--- config.mk ---
export PLATFORM = sky130hd
export DESIGN_NAME = serv_seq
export DESIGN_NICKNAME = d
export VERILOG_FILES = /design/src/rtl/serv_seq.sv
export SDC_FILE = /design/constraint.sdc
export NUM_CORES = 1
export LEC_CHECK = 0
export CAP_MARGIN = 20
export CORE_AREA = 5 5 55 57
export DETAILED_ROUTE_END_ITERATION = 7
export DIE_AREA = 0 0 60 62
export GPL_TIMING_DRIVEN = 0
export HOLD_SLACK_MARGIN = 0.05
export PLACE_DENSITY = 0.5
export SYNTH_ARGS = -nofsm -noshare
export SYNTH_HDL_FRONTEND = slang
export SYNTH_SLANG_ARGS = --single-unit
--- constraint.sdc ---
create_clock -name clk -period 1.4 [get_ports clk]
set_input_delay 0.14 -clock clk [delete_from_list [all_inputs] [get_ports clk]]
set_output_delay 0.14 -clock clk [all_outputs]
set_load 0.05 [all_outputs]
--- src/rtl/serv_seq.sv ---
`default_nettype none
// ============================================================================
//  Module   : serv_seq
//  Purpose  : Sequencer for the bit-serial core datapath. Handles the
//             instruction-fetch and data-bus handshakes and owns the serial
//             bit counter that steps the datapath one bit per cycle, for one
//             pass (single-stage) or two passes (init + final, with an
//             optional memory wait in between).
//  Options  : SERV_SEQ_TIMEOUT_EN - bus-ack timeout with o_bus_err pulse
//  Revision : 1.0 - initial release
// ============================================================================
module serv_seq #(
    parameter int CNT_W   = 5,
    parameter int TIMEOUT = 255
) (
    input  logic             clk,
    input  logic             i_rst,
    output logic             o_ibus_cyc,
    input  logic             i_ibus_ack,
    input  logic             i_two_stage,
    input  logic             i_mem_op,
    output logic             o_dbus_cyc,
    input  logic             i_dbus_ack,
    output logic             o_cnt_en,
    output logic [CNT_W-1:0] o_cnt,
    output logic             o_cnt0,
    output logic             o_cnt_done,
    output logic             o_init,
    output logic             o_pc_en,
    output logic             o_bus_err
);

    typedef enum logic [1:0] {
        S_FETCH  = 2'd0,
        S_DECODE = 2'd1,
        S_RUN    = 2'd2,
        S_MEM    = 2'd3
    } state_t;

    localparam logic [CNT_W-1:0] c_CNT_ZERO = '0;
    localparam logic [CNT_W-1:0] c_CNT_ONE  = {{(CNT_W-1){1'b0}}, 1'b1};
    localparam logic [CNT_W-1:0] c_CNT_MAX  = '1;

    state_t           r_state;
    state_t           w_state_nxt;
    logic             r_ibus_cyc, w_ibus_nxt;
    logic             r_dbus_cyc, w_dbus_nxt;
    logic             r_init,     w_init_nxt;
    logic [CNT_W-1:0] r_cnt,      w_cnt_nxt;
    logic             r_ts,       w_ts_nxt;
    logic             r_mo,       w_mo_nxt;
    logic             w_cnt_en;
    logic             w_decoded_ts;
    logic             w_tmo_hit;

    // A memory operation always needs the init pass before the bus access.
    assign w_decoded_ts = i_two_stage | i_mem_op;

`ifdef SERV_SEQ_TIMEOUT_EN
    // The counter value seen in the Nth cycle of an un-acked request is N-1,
    // so the limit is reached in the TIMEOUT-th waiting cycle.
    localparam logic [7:0] c_TMO_LIM = 8'(TIMEOUT - 1);

    logic [7:0] r_tmo;
    logic       r_bus_err;
    logic       w_cyc_any;
    logic       w_ack_any;

    assign w_cyc_any = r_ibus_cyc | r_dbus_cyc;
    assign w_ack_any = (r_ibus_cyc & i_ibus_ack) | (r_dbus_cyc & i_dbus_ack);
    // An ack in the limit cycle wins over the timeout.
    assign w_tmo_hit = w_cyc_any & ~w_ack_any & (r_tmo == c_TMO_LIM);
    assign o_bus_err = r_bus_err;

    // Wait counter: idle at zero while no request is open, so a rising cyc
    // always starts from zero; error pulse is registered for one cycle.
    always_ff @(posedge clk or posedge i_rst) begin
        if (i_rst) begin
            r_tmo     <= 8'd0;
            r_bus_err <= 1'b0;
        end else begin
            r_bus_err <= w_tmo_hit;
            if (!w_cyc_any || w_ack_any || w_tmo_hit) begin
                r_tmo <= 8'd0;
            end else begin
                r_tmo <= r_tmo + 8'd1;
            end
        end
    end
`else
    assign w_tmo_hit = 1'b0;
    assign o_bus_err = 1'b0;
`endif

    // Sequencer state register and all registered control outputs.
    always_ff @(posedge clk or posedge i_rst) begin
        if (i_rst) begin
            r_state    <= S_FETCH;
            r_ibus_cyc <= 1'b0;
            r_dbus_cyc <= 1'b0;
            r_init     <= 1'b0;
            r_cnt      <= c_CNT_ZERO;
            r_ts       <= 1'b0;
            r_mo       <= 1'b0;
        end else begin
            r_state    <= w_state_nxt;
            r_ibus_cyc <= w_ibus_nxt;
            r_dbus_cyc <= w_dbus_nxt;
            r_init     <= w_init_nxt;
            r_cnt      <= w_cnt_nxt;
            r_ts       <= w_ts_nxt;
            r_mo       <= w_mo_nxt;
        end
    end

    // Next-state, handshake and counter control.
    always_comb begin
        w_state_nxt = r_state;
        w_ibus_nxt  = r_ibus_cyc;
        w_dbus_nxt  = r_dbus_cyc;
        w_init_nxt  = r_init;
        w_cnt_nxt   = r_cnt;
        w_ts_nxt    = r_ts;
        w_mo_nxt    = r_mo;
        w_cnt_en    = 1'b0;

        case (r_state)
            S_FETCH: begin
                if (!r_ibus_cyc) begin
                    w_ibus_nxt = 1'b1;
                end else if (i_ibus_ack) begin
                    w_ibus_nxt  = 1'b0;
                    w_state_nxt = S_DECODE;
                end
            end
            S_DECODE: begin
                w_ts_nxt    = w_decoded_ts;
                w_mo_nxt    = i_mem_op;
                w_init_nxt  = w_decoded_ts;
                w_cnt_nxt   = c_CNT_ZERO;
                w_state_nxt = S_RUN;
            end
            S_RUN: begin
                w_cnt_en  = 1'b1;
                // Natural wrap brings the counter back to zero after the last bit.
                w_cnt_nxt = r_cnt + c_CNT_ONE;
                if (r_cnt == c_CNT_MAX) begin
                    if (r_init) begin
                        w_init_nxt = 1'b0;
                        if (r_mo) begin
                            w_dbus_nxt  = 1'b1;
                            w_state_nxt = S_MEM;
                        end
                    end else begin
                        // Raise the next fetch on the same edge to save a cycle.
                        w_ibus_nxt  = 1'b1;
                        w_state_nxt = S_FETCH;
                    end
                end
            end
            S_MEM: begin
                w_cnt_nxt = c_CNT_ZERO;
                if (r_dbus_cyc && i_dbus_ack) begin
                    w_dbus_nxt  = 1'b0;
                    w_state_nxt = S_RUN;
                end
            end
            default: begin
                w_state_nxt = S_FETCH;
            end
        endcase

        // Timeout abandons the current instruction and refetches.
        if (w_tmo_hit) begin
            w_ibus_nxt  = 1'b0;
            w_dbus_nxt  = 1'b0;
            w_init_nxt  = 1'b0;
            w_cnt_nxt   = c_CNT_ZERO;
            w_state_nxt = S_FETCH;
        end
    end

    assign o_ibus_cyc = r_ibus_cyc;
    assign o_dbus_cyc = r_dbus_cyc;
    assign o_init     = r_init;
    assign o_cnt      = r_cnt;
    assign o_cnt_en   = w_cnt_en;
    assign o_cnt0     = w_cnt_en & (r_cnt == c_CNT_ZERO);
    assign o_cnt_done = w_cnt_en & (r_cnt == c_CNT_MAX);
    assign o_pc_en    = w_cnt_en & ~r_init;

endmodule
`default_nettype wire
==> results of run 1 <==
==> how the worst max path moves through the flow <==
stage,depth (start not counted),endpoint,slack (ns)
2_1_floorplan,4,o_cnt0,-0.18
3_3_place_gp,5,o_cnt_done,-0.52
3_5_place_dp,5,o_cnt_done,-0.53
4_1_cts,5,o_cnt_done,-0.26
5_1_grt,5,o_cnt_done,-0.25
6_report,5,o_cnt_done,-0.21
==> Yosys cell counts (all sizes together) <==
cell    count  share of area (%)
dfrtp      11                 46
inv         6                3.8
nor2        6                3.8
nand2       5                3.1
buf         3                4.0
ha          3                6.3
nand4       3                4.2
mux2i       2                3.4
nand2b      2                2.1
nand3       2                1.7
nor2b       2                3.4
xor2        2                2.9
a21boi      1                1.9
a21o        1                1.3
a21oi       1               0.84
and2        1                1.0
and3        1                1.0
conb        1               0.63
mux2        1                1.9
nand3b      1                1.3
nor3        1                1.7
o21ai       1               0.84
o32ai       1                1.5
xnor2       1                1.5
==> timing repair <==
action | 4_1_cts | 5_1_grt
hold buffers | 0 | 0
endpoints found under the setup margin | 12 | 8
resized for setup | 38 | 11
setup buffers | 3 | 8
hold endpoints to repair | 0 | 0
pin swaps | 1 | 2
==> power by group through the flow <==
stage | registers [mW] | logic, mW | clock network [mW]
floorplan | 0.938 | 0.602 | 0
global placement | 0.625 | 1.29 | 0
detailed placement | 0.629 | 1.30 | 0
CTS | 0.605 | 1.33 | 0.234
global route | 0.624 | 1.57 | 0.252
finish | 0.599 | 1.48 | 0.221
==> worst max-delay path, cell delays in order (launching register included) <==
cell and delay, ns:
dfrtp_2 0.44, ha_4 0.17, and3_4 0.15, ha_4 0.16, and2_4 0.14, buf_8 0.14
==> layout make-up <==
type	count	area, sq um	share of cell area, %
plain buffers	3	30.0	3.13
inverters	6	22.5	2.35
well taps	30	37.5	3.91
flip-flops and latches	11	280	29.2
repair buffers	28	241	25.2
clock buffers	4	26.3	2.74
multi-input cells	39	322	33.5
==> state kept, by name (all words and copies together), names as in the netlist <==
name	cells
o_dbus_cyc	1
r_mo	1
o_ibus_cyc	1
o_cnt	5
r_state	2
o_init	1
==> per-stage QoR <==
| step | TNS, ns | hold WS, ns | utilization [%] |
|---|---|---|---|
| after global routing | -0.565 | 0.188 | 39.5 |
| final | -0.371 | 0.166 | 39.5 |
| after detailed placement | -1.62 | 0.472 | 35.2 |
| after floorplan | -0.369 | -0.00783 | - |
| after CTS | -0.486 | 0.171 | 37.0 |
| after global placement | -1.56 | 0.476 | 35.2 |
==> routing by layer <==
layer	up-vias	track usage, %
met5	-	0
met4	0	7.59
met3	2	1.45
met2	15	10.8
met1	230	10.3
li1	257	-
==> cells by family (layout without fill, tap and decap cells) <==
family | after synthesis | count (layout) | synth area share [%]
AO/OA/AOI/OAI | 5 | 5 | 6.29
XOR/XNOR | 3 | 3 | 4.40
adder cells (fa/ha/maj) | 3 | 3 | 6.29
buffers and inverters | 9 | 41 | 7.76
flip-flops | 11 | 11 | 46.1
multiplexers | 3 | 3 | 5.24
other | 1 | 1 | 0.628
AND/OR/NAND/NOR | 24 | 24 | 23.3
==> results.md, run 1 <==
* Clk sinks at 11
* H-tree lvl count at 1
* Pin count of the biggest net entering global routing at 12
* Post-Syn Area at around 600 sq um
* Post-route insts no fill at about 120
* Synthesized net count at just under 70
* Worst-Skew Late Latency at between 0.2 and 0.3 ns
* Wirelength per Cell at around 12 um
* Die Ht at 62 um
* Vias at 504
* Uppermost layer routed: met4
* Grt ovf at 0
* Setup Viol. Count Final at 3
* Final wirelength at 1390 um
* Register area share after synthesis at between 40 and 50%
* Starting Density at between 20% and 30%
* ANT cells at 0
* CTS tree: yes
* Wire length on met3 at approximately 64 um
* Worst Reg-to-Reg Cells at 6
* Period utilization at 115%
* Arrival @ worst endpoint at roughly 1.5 ns
* Worst setup startpoint: o_cnt[0]
* Peak supply drop at 0.964 mV
* Final antenna-violating net count at 0
* Final Max Slew Viols at 0
* Row cnt at 18
* Via/cell ratio at around 4.2
* Routability cong. at roughly 0.7
* Share of layout cells above drive strength 1 at a little over two fifths
* RSZ-0062 raised after global routing: true
* Overall power at approximately 2.3 mW
* YS warnings at 0
* Worst Clk Skew at roughly 0.0012 ns
* Post-layout min period at between 1.5 and 2 ns
* Logic gate share of total power at about 64%
* Syn avg cell area at 10.1 sq um
* Post-layout instance area at approximately 960 sq um
* Commonest cells after routing, fill and taps aside: 11 x buf_4, 7 x dfrtp_1, 6 x buf_6, 6 x inv_1, 6 x nor2_1
* Total leakage power at around 0.48 nW
* Flop2flop setup slack at about 0.10 ns
* NetSw at between 1 and 1.5 mW
* Final hold violation count at 0
* Post-Synthesis Cells at between 50 and 60
* CP required at between 1 and 1.5 ns
* FF-to-FF End: o_ibus_cyc
* Status: complete, but fails checks
* Sw frac at a little under 50%
* Num CTS Buffers at 3
* Full die area at ~3700 sq um
* First-pass GRT wire length at 2060 um
* Core footprint at 2430 sq um
* Final worst setup slack at -0.205 ns
* Port buffer count at 17
* Met1 WL at between 600 and 700 um
* CP Capture Type: primary output
* Number of DRC markers in iteration 0 at 5
* Total track usage at between 7 and 8%
* Place WS at -0.531 ns
* Commonest non-fill, non-tap cell in the layout: buf_4
* Root buffer cell: clkbuf_4
* Clock Power Share at 9.6%
* Synth Register Bits at 11
* Initial antenna violation count at 0
* Layout Nets at around 100
* Part of the power in registers at 26.1%
* Max_cap viols at 0
* Drt first pass iters at 4
* Vias in the first global route at roughly 450
* Reg-to-reg startpoint: o_cnt[0]
* Clock buffer depth at 2
* Pwr per Cell Area at around 2400 nW/um^2
* Crit Path Max Fanout at 4
* Placed insts at about 110
* IO Pins at 19
* Kind of critical path: register to primary output
* Failing checks: setup timing
* Fmax at ~620 MHz
* Clock slew at reported path FFs at around 0.070 ns
* Filler instances at ~260
* Syn-to-layout area delta at 60.8%
* Remaining DRCs at 0
* Cell Area, Placed at around 860 sq um
* Hold WC Path Type: input pin to asynchronous set/reset pin
* DIE WIDTH at 60 um
* Worst setup SP type: register
* Yosys cell types at 28
* HPWL after detailed placement at about 960 um
* Internal power at ~1.2 mW
* Metal2 WL at approximately 690 um
Power figures use the tool's default switching activity.
==> run 2: changes to the inputs <==
Settings changed: PLACE_DENSITY 0.5 to default.
Clock period 1.4 ns to 1.8 ns, I/O delays scaled along.
==> results.md, run 2 (synthesized netlist as in run 1, its figures left out) <==
* Status: finished, final reports clean (was complete, but fails checks)
* Clock slew at reported path FFs at 0.07 ns (about the same)
* IO Pins at 19 (unchanged)
* Starting Density at 24.5% (unchanged)
* Vias in the first global route at 454 (was 447)
* Cell Area, Placed at 816 sq um (was 856 sq um)
* Die Ht at 62 um (unchanged)
* Post-route insts no fill at 113 (was 121)
* Drt first pass iters at 4 (unchanged)
* Commonest cells after routing, fill and taps aside: 10 x clkdlybuf4s50_1, 9 x dfrtp_1, 6 x inv_1, 6 x nor2_1 (was 11 x buf_4, 7 x dfrtp_1, 6 x buf_6, 6 x inv_1, 6 x nor2_1)
* Area taken by multi-input logic gates at 287 sq um (was 322 sq um)
* HPWL after detailed placement at 978 um (was 955 um)
* Final antenna-violating net count at 0 (unchanged)
* Core footprint at 2430 sq um (unchanged)
* Filler instances at 251 (was 264)
* Wirelength per Cell at 11.5 um (about the same)
* First-pass GRT wire length at 2180 um (was 2060 um)
* Overall power at 1.65 mW (was 2.30 mW)
* CP required at 1.62 ns (was 1.26 ns)
* Tightest Pin Transition at approximately 0.5 ns
* Initial antenna violation count at 0 (unchanged)
* Share of layout cells above drive strength 1 at 25.3% (was 42.9%)
* Number of DRC markers in iteration 0 at 6 (was 5)
* Commonest non-fill, non-tap cell in the layout: clkdlybuf4s50_1 (was buf_4)
* Clk sinks at 11 (unchanged)
* Final Max Slew Viols at 0 (unchanged)
* Via/cell ratio at 4.27 (was 4.17)
* Peak supply drop at 0.876 mV (was 0.964 mV)
* Syn-to-layout area delta at 45.7% (was 60.8%)
* Vias at 483 (was 504)
* Pin count of the biggest net entering global routing at 12 (unchanged)
* Worst Clk Skew at 0.00163 ns (was 0.00118 ns)
* ANT cells at 0 (unchanged)
* Flop2flop setup slack at 0.45 ns (was 0.10 ns)
* Placed insts at 106 (unchanged)
* Kind of critical path: register to primary output (unchanged)
* Layout Nets at 93 (was 101)
* Root buffer cell: clkbuf_4 (unchanged)
* Worst setup SP type: register (unchanged)
* Grt ovf at 0 (unchanged)
* Final wirelength at 1300 um (was 1390 um)
* Arrival @ worst endpoint at 1.56 ns (was 1.47 ns)
* Worst-Skew Late Latency at 0.26 ns (was 0.27 ns)
* CTS tree: yes (unchanged)
* CP Capture Type: primary output (unchanged)
* H-tree lvl count at 1 (unchanged)
* Clock buffer depth at 2 (unchanged)
* Max reg flops at 5 (unchanged)
* Routability cong. at 0.713 (was 0.697)
* Setup Viol. Count Final at 0 (was 3)
* Full die area at 3720 sq um (unchanged)
* Remaining DRCs at 0 (unchanged)
* Max_cap viols at 0 (unchanged)
* Period utilization at 96.8%
* Total leakage power at 0.462 nW (was 0.477 nW)
* Post-layout min period at 1.74 ns
* Total track usage at 7.87% (was 7.92%)
* Pwr per Cell Area at 1890 nW/um^2 (was 2390 nW/um^2)
* RSZ-0062 raised after global routing: false (was true)
* Sum Neg Setup Slack at 0 ns (was -0.371 ns)
* Final hold violation count at 0 (unchanged)
* DIE WIDTH at 60 um (unchanged)
* Crit Path Max Fanout at 4 (unchanged)
* Fmax at between 500 and 600 MHz
* Sequential cell area at 278 sq um (was 280 sq um)
* Hold-fix buffers, CTS at 0 (unchanged)
* Row cnt at 18 (unchanged)
* Post-layout instance area at 870 sq um (was 960 sq um)
* Port buffer count at 17 (unchanged)
* Hold WS at 0.204 ns (was 0.166 ns)
* Num CTS Buffers at 3 (unchanged)
* Hold WC Path Type: input pin to asynchronous set/reset pin (unchanged)
* Relative slew slack at about two thirds
[run 2: cell types whose count changed in the layout (fill, tap and decap cells not counted), sizes merged]
cell,before,now
clkbuf,8,5
buf,18,7
clkdlybuf4s50,5,10
dlymetal6s2s,0,3
dlygate4sd2,3,1
[run 2: per-stage QoR]
step	worst slack (ns)	util [%]
2_1_floorplan	0.0447	-
3_3_place_gp	-0.237	33.5
3_5_place_dp	-0.237	33.5
4_1_cts	-0.153	34.5
5_1_grt	0.00219	35.8
6_report	0.0582	35.8
[run 2: worst paths after layout]
kind                           from    endpoint  cells after the start
max                        o_cnt[1]    o_cnt[1]                      2
min                           i_rst    o_cnt[1]                      2
max reg2reg                o_cnt[0]  o_ibus_cyc                      6
min reg2reg                    r_mo        r_mo                      1
max in group asynchronous     i_rst    o_cnt[0]                      2
min in group clk               r_mo        r_mo                      1
[run 2: repair_timing]
action	CTS	global route
gates cloned	0	0
buffers inserted	0	3
resized for setup	12	9
setup endpoints to repair	4	5
[run 2: metal layers]
metal | vias up | wire (um) | global-route usage (%)
li1 | 239 | - | -
met1 | 231 | 582 | 10.6
met2 | 11 | 638 | 11.7
met3 | 2 | 71 | 2.07
met4 | 0 | 8 | 3.80
met5 | - | 0 | 0
[run 2: report_power, final]
group	total, mW	leakage [nW]	switching, mW	internal, mW
logic	1.03	0.316	0.649	0.381
registers	0.451	0.131	0.101	0.349
clock network	0.167	0.0150	0.0816	0.0856
[run 2: critical path: stages, from the launching register on]
cell and delay, ns:
dfrtp_2 0.39, buf_4 0.12, clkdlybuf4s50_1 0.79
[run 2: area by class of cell]
cell class / count / area share (%)
multi-input cells: 39 / 32.9
flip-flops and latches: 11 / 31.9
repair buffers: 20 / 22.4
well taps: 30 / 4.32
clock buffers: 4 / 3.02
plain buffers: 3 / 2.73
inverters: 6 / 2.59
